--- src/rtl/lab1_imul_product_accum.sv ---
// Sums groups of p_nterms unsigned products into one 33-bit {overflow, sum} result.
// Define LAB1_IMUL_PRODUCT_ACCUM_SAT_EN to saturate the sum instead of wrapping.
module lab1_imul_product_accum #(
    parameter int p_nterms = 4
) (
    input  logic        clk,
    input  logic        reset,
    input  logic        in_val,
    output logic        in_rdy,
    input  logic [31:0] in_msg,
    output logic        out_val,
    input  logic        out_rdy,
    output logic [32:0] out_msg
);

    localparam int CW = (p_nterms > 1) ? $clog2(p_nterms) : 1;
    localparam logic [CW-1:0] LAST = CW'(p_nterms - 1);

    typedef enum logic {
        ACC  = 1'b0,
        DONE = 1'b1
    } state_t;

    state_t        state_q, state_d;
    logic [31:0]   acc_q, acc_d;
    logic          ovf_q, ovf_d;
    logic [CW-1:0] cnt_q, cnt_d;
    logic [32:0]   sum;

    always_ff @(posedge clk) begin
        if (reset) begin
            state_q <= ACC;
            acc_q   <= '0;
            ovf_q   <= 1'b0;
            cnt_q   <= '0;
        end else begin
            state_q <= state_d;
            acc_q   <= acc_d;
            ovf_q   <= ovf_d;
            cnt_q   <= cnt_d;
        end
    end

    always_comb begin
        state_d = state_q;
        acc_d   = acc_q;
        ovf_d   = ovf_q;
        cnt_d   = cnt_q;
        sum     = {1'b0, acc_q} + {1'b0, in_msg};
        unique case (state_q)
            ACC: begin
                if (in_val) begin
`ifdef LAB1_IMUL_PRODUCT_ACCUM_SAT_EN
                    acc_d = sum[32] ? 32'hFFFF_FFFF : sum[31:0];
`else
                    acc_d = sum[31:0];
`endif
                    ovf_d = ovf_q | sum[32];
                    if (cnt_q == LAST) begin
                        state_d = DONE;
                    end else begin
                        cnt_d = cnt_q + 1'b1;
                    end
                end
            end
            DONE: begin
                // Result is held until the consumer takes it.
                if (out_rdy) begin
                    state_d = ACC;
                    acc_d   = '0;
                    ovf_d   = 1'b0;
                    cnt_d   = '0;
                end
            end
            default: state_d = ACC;
        endcase
    end

    assign in_rdy  = (state_q == ACC);
    assign out_val = (state_q == DONE);
    assign out_msg = {ovf_q, acc_q};

endmodule

--- config.mk ---
export PLATFORM = sky130hd
export DESIGN_NAME = lab1_imul_product_accum
export DESIGN_NICKNAME = d
export VERILOG_FILES = /design/src/rtl/lab1_imul_product_accum.sv
export SDC_FILE = /design/constraint.sdc
export NUM_CORES = 1
export LEC_CHECK = 0
export CORE_MARGIN = 2
export CORE_UTILIZATION = 50
export DETAILED_ROUTE_END_ITERATION = 8
export GPL_TIMING_DRIVEN = 0
export PLACE_DENSITY = 0.81
export RECOVER_POWER = 25
export SLEW_MARGIN = 40
export SYNTH_ARGS = -nofsm -noshare
export SYNTH_HDL_FRONTEND = slang
export SYNTH_SLANG_ARGS = --single-unit
export TNS_END_PERCENT = 20
--- constraint.sdc ---
create_clock -name clk -period 3.62 [get_ports clk]
set_input_delay 0.905 -clock clk [delete_from_list [all_inputs] [get_ports clk]]
set_output_delay 0.905 -clock clk [all_outputs]
set_load 0.05 [all_outputs]
Word level (Yosys, flattened, before mapping)
Cells that the tools add are included.
Word-level totals
  logic and storage cells: 28
  output and inout bits: 35
  register bits after elaboration: 36
Operators by class
  add/subtract/negate cells: 2
  reduce and logical (&&, ||, !) cells: 2
  bitwise logic cells: 2
  muxes and demuxes: 14
  equality and inequality tests: 4
Operators with widths (number)
  32-bit two-way mux: 2
  32-bit case mux with 2 select lines: 1
  32-bit by 32-bit adder with 33-bit output: 1
  2-bit two-way mux: 3
  2-bit != test (second input constant): 3
  1-bit two-way mux: 5
  1-bit case mux with 2 select lines: 2
  2-bit case mux with 2 select lines: 1
  3-bit AND reduction: 1
  2-bit by 1-bit adder with 2-bit output (second input constant): 1
  2-bit == test (second input constant): 1
  2-bit AND reduction: 1
  1-bit NOT: 1
  1-bit bitwise OR: 1

Longest topological paths before layout
  depth in word-level cells: 4
  gate-level depth with buffers: 11
  gate-level depth less buffers: 11

Worst setup path before layout
OpenSTA, ideal clock, no wires.
  kind: input-to-reg
  from: in in_msg[3]
  to: reg acc_q[29]
  path slack: 622 ps
  cell stages on the path: 9
  data required time: 3503 ps
  buffers on the path: 0
  arrival: 2880 ps
  cells stage by stage: ha_1 -> a21o_2 -> a211oi_2 -> a2111o_1 -> nand4_2 -> nand4_2 -> a2111oi_4 -> or3_2 -> a32o_1
Between the ends
  word-level cells in the longest chain between the ends: 3
Ends and longest elaborated chain
  start, declared: RTL line 10  | input logic [31:0] in_msg,
  32-bit by 32-bit adder with 33-bit output: RTL line 49  | sum = {1'b0, acc_q} + {1'b0, in_msg};
  32-bit two-way mux: RTL line 52  | if (in_val) begin
  32-bit case mux with 2 select lines: RTL line 50  | unique case (state_q)
  end signal, assigned: RTL line 33  | acc_q <= '0;
  end signal, assigned: RTL line 38  | acc_q <= acc_d;
  end, declared: RTL line 25  | logic [31:0] acc_q, acc_d;
Every way passes these cells. The select of a mux whose other input is x is not followed.
A chain may end at the register's enable or synchronous reset.

Final worst setup path
  from: in in_msg[23]
  to: reg ovf_q
Between the ends
  word-level cells in the longest chain between the ends: 4
Ends and longest elaborated chain
  32-bit by 32-bit adder with 33-bit output: RTL line 49
  1-bit bitwise OR: RTL line 58  | ovf_d = ovf_q | sum[32];
  1-bit two-way mux: RTL line 52
  1-bit case mux with 2 select lines: RTL line 50
  end signal, assigned: RTL line 39  | ovf_q <= ovf_d;
  end, declared: RTL line 26  | logic ovf_q, ovf_d;
Every way passes these cells. The select of a mux whose other input is x is not followed.

==> flow_metrics.tcl <==
set metrics [dict create \
    placed_cell_area_um2 3694 \
    p_leak_nw 1.591 \
    syn_avg_cell_area_um2 7.931 \
    max_slew_margin 0.6186 \
    clk_latency_ns 0.30 \
    power.switching_uw 793.0 \
    grtUsageTotal 0.2349 \
    drc_errors 0 \
    n_antenna_cell 0 \
    clockPowerShare 0.173 \
    pre_cts_slack_ns -0.09084 \
    min_period_ns 3.412 \
    n_fill_cell 505 \
    required_ns 3.81 \
    place.port_buffers 70 \
    worst_slew_pin_slew_ns 0.5721 \
    layout_common_cells "55 x clkdlybuf4s50_1, 45 x nand2_1, 39 x a21oi_1, 36 x dfxtp_1, 33 x ha_1" \
    tritoncts "yes" \
    finalPower_mw 1.765 \
    clockBufferDepth 2 \
    boundaryPins 71 \
    grt_pass1_wl_um 12100 \
    path_delay_family "compound AO/OA/AOI/OAI gates" \
    die_area_um2 6431 \
    startpoint "in_msg[23]" \
    crit_fanout 6 \
    synthFlopType "dfxtp_1" \
    finalCritPeriodShare 0.9427 \
    clock_sinks 36 \
    synthesis.nets 436 \
    power.internal_uw 972.0 \
    fin_area_um2 3794 \
    wire_per_inst_um 14.30 \
    clk_pin_slew_ns 0.09 \
    status "completed" \
    max_freq_mhz 293.0 \
    start_util 0.5239 \
    rsz0062_at_grt "no" \
    p_comb_frac 0.543 \
    cp-start-kind "input pin" \
    r2r_setup_slack_ns 0.90 \
    ctsRootBufferMaster "clkbuf_8" \
    worstSetupPathDepth 10 \
    critPathCaptureType "flop" \
    vias 3001 \
    path_cells "clkdlybuf4s50_1 -> ha_1 -> a21o_1 -> a21o_1 -> a2111oi_1 -> o2111ai_2 -> a31oi_1 -> o21ai_0 -> a211oi_1 -> nor3_1" \
    grt_antenna_before_repair 0 \
    rows 27 \
    hpwl_um 5749 \
    synthCells 366 \
    synth.top_cell.area_share 0.2483 \
    post_cts_buffers 0 \
    synth_top_area_cell "dfxtp_1" \
    ys_seq_area_frac 0.2483 \
    drive_above_1_share 0.06306 \
    crit_arrival_ns 3.61 \
    htreeDepth 2 \
    reg2reg_depth 11 \
    yosysUniqueCellTypes 58 \
    synth.area.top_cells "dfxtp_1 25%, ha_1 14%, a21oi_1 6.7%, nand2_1 5.8%, o21ai_0 5.2%" \
    yosysWarnings 0 \
    r2r_start "acc_q[0]" \
    cp_slowest_stage_delay_ns 0.47 \
    core_region_area_um2 5540 \
    ys_ff_latch 36 \
    layout_commonest_cell "clkdlybuf4s50_1" \
    switching_share 0.4493 \
    hold_viol 0 \
    synth-edff-count 0 \
    drt_iter0_drc 135 \
    wirelength_um 7377 \
    area_growth_pct 30.69 \
    drv_slew 0 \
    grt_max_degree 14 \
    max_cap_violations 0 \
    hold_class "flop to flop" \
    slowest_stage "a2111oi_1" \
    cts_buffers 5 \
    via_per_inst 5.816 \
    grt_pass1_vias 2723 \
    nets 513 \
    ant_nets 0 \
    synthesis.area_um2 2903 \
    p_per_area_nw_per_um2 465.3 \
    worst_ir_drop_vdd_mv 0.2560 \
    overflow 0 \
    r2r-end "acc_q[20]" \
    critPathCapture "ovf_q" \
    p_seq_frac 0.284 \
    setup_viol 0 \
    skew_ns 0.007149 \
    place.gp.congestion 0.9086 \
    worst-path-buf-inv 1 \
    cp_common_cell "a21o_1" \
    dr.pass1.iters 5 \
    die_h_um 80.20 \
    crit_type "input pin to flop" \
    setup_ws_ns 0.2075 \
    ys_async_sr_fraction 0 \
    die_w_um 80.20 \
]
-- cells by family (layout without fill, tap and decap cells) --
kind of cell | Yosys count | after routing | synth area share
AOI/OAI and AO/OA | 125 | 125 | 0.2815
and+or+nand+nor | 125 | 125 | 0.2104
DFF | 36 | 36 | 0.2483
adders and majority gates | 34 | 34 | 0.1491
buffers and inverters | 24 | 102 | 0.04396
xor gates and xnor gates | 21 | 21 | 0.06336
muxes | 1 | 1 | 0.003448
-- synth_stat cells (all sizes together), types with 8 or more instances --
master / instances
nor3: 8
xor2: 10
a21oi: 39
xnor2: 11
dfxtp: 36
o21ai: 31
nor2: 28
a21o: 10
nand2: 45
clkbuf: 8
inv: 11
ha: 33
a22oi: 9
-- power groups by stage --
stage                     Combinational, mW  Clock (mW)  Sequential (mW)
after floorplan                       0.506           0            0.696
after global placement                0.939           0            0.508
after detailed placement              0.953           0            0.511
after CTS                             0.958       0.317            0.502
after global routing                   1.04       0.332            0.508
final                                 0.958       0.306            0.501
-- per-stage QoR --
stage | TNS (ns) | hold slack (ns) | instances | util
after floorplan | 0 | 0.4411 | 366 | -
after global placement | -0.1218 | 0.4565 | 508 | 0.6667
after detailed placement | -0.1631 | 0.4711 | 508 | 0.6667
after CTS | 0 | 0.4864 | 516 | 0.6834
after global routing | 0 | 0.5068 | 516 | 0.6847
final | 0 | 0.4829 | 516 | 0.6847
-- worst min path at each step --
stage	end	start	slack (ns)	cells past startpoint
2_1_floorplan	cnt_q[0]	cnt_q[0]	0.44	2
3_3_place_gp	cnt_q[0]	cnt_q[0]	0.46	2
3_5_place_dp	cnt_q[0]	cnt_q[0]	0.47	2
4_1_cts	acc_q[14]	acc_q[14]	0.49	2
5_1_grt	acc_q[14]	acc_q[14]	0.51	2
6_report	acc_q[13]	acc_q[13]	0.48	2
-- tightest hold or removal path: stages (launching register included) --
cell and delay, ns:
dfxtp_1 0.33, nand2_1 0.05, o21ai_0 0.06
-- layer usage --
layer  share of wire  track usage  vias up
met5               0            0        -
met4           0.015      0.07966        0
met3           0.049      0.03483       11
met2            0.46       0.3742       92
met1            0.47       0.3230     1384
li1                -            -     1514
-- repair_timing --
action,CTS,global route
endpoints found under the setup margin,0,1
endpoints found under the hold margin,0,0
gates resized for setup,0,2
hold buffers,0,0
-- final cells by class --
| class | instances | area (um2) | area share |
|---|---|---|---|
| buffer | 13 | 86.33 | 0.02276 |
| timing repair buffer | 70 | 700.7 | 0.1847 |
| tap | 72 | 90.09 | 0.02375 |
| clock buffer | 5 | 68.82 | 0.01814 |
| clock inverter | 3 | 23.77 | 0.006266 |
| sequential | 36 | 720.7 | 0.1900 |
| inverter | 11 | 41.29 | 0.01088 |
| multi-input combinational | 306 | 2062 | 0.5435 |
-- state kept, by name, indices dropped and copies added (netlist names) --
| register | flops |
|---|---|
| ovf_q | 1 |
| out_val | 1 |
| cnt_q | 2 |
| acc_q | 32 |
(Power assumes the default switching activity.)
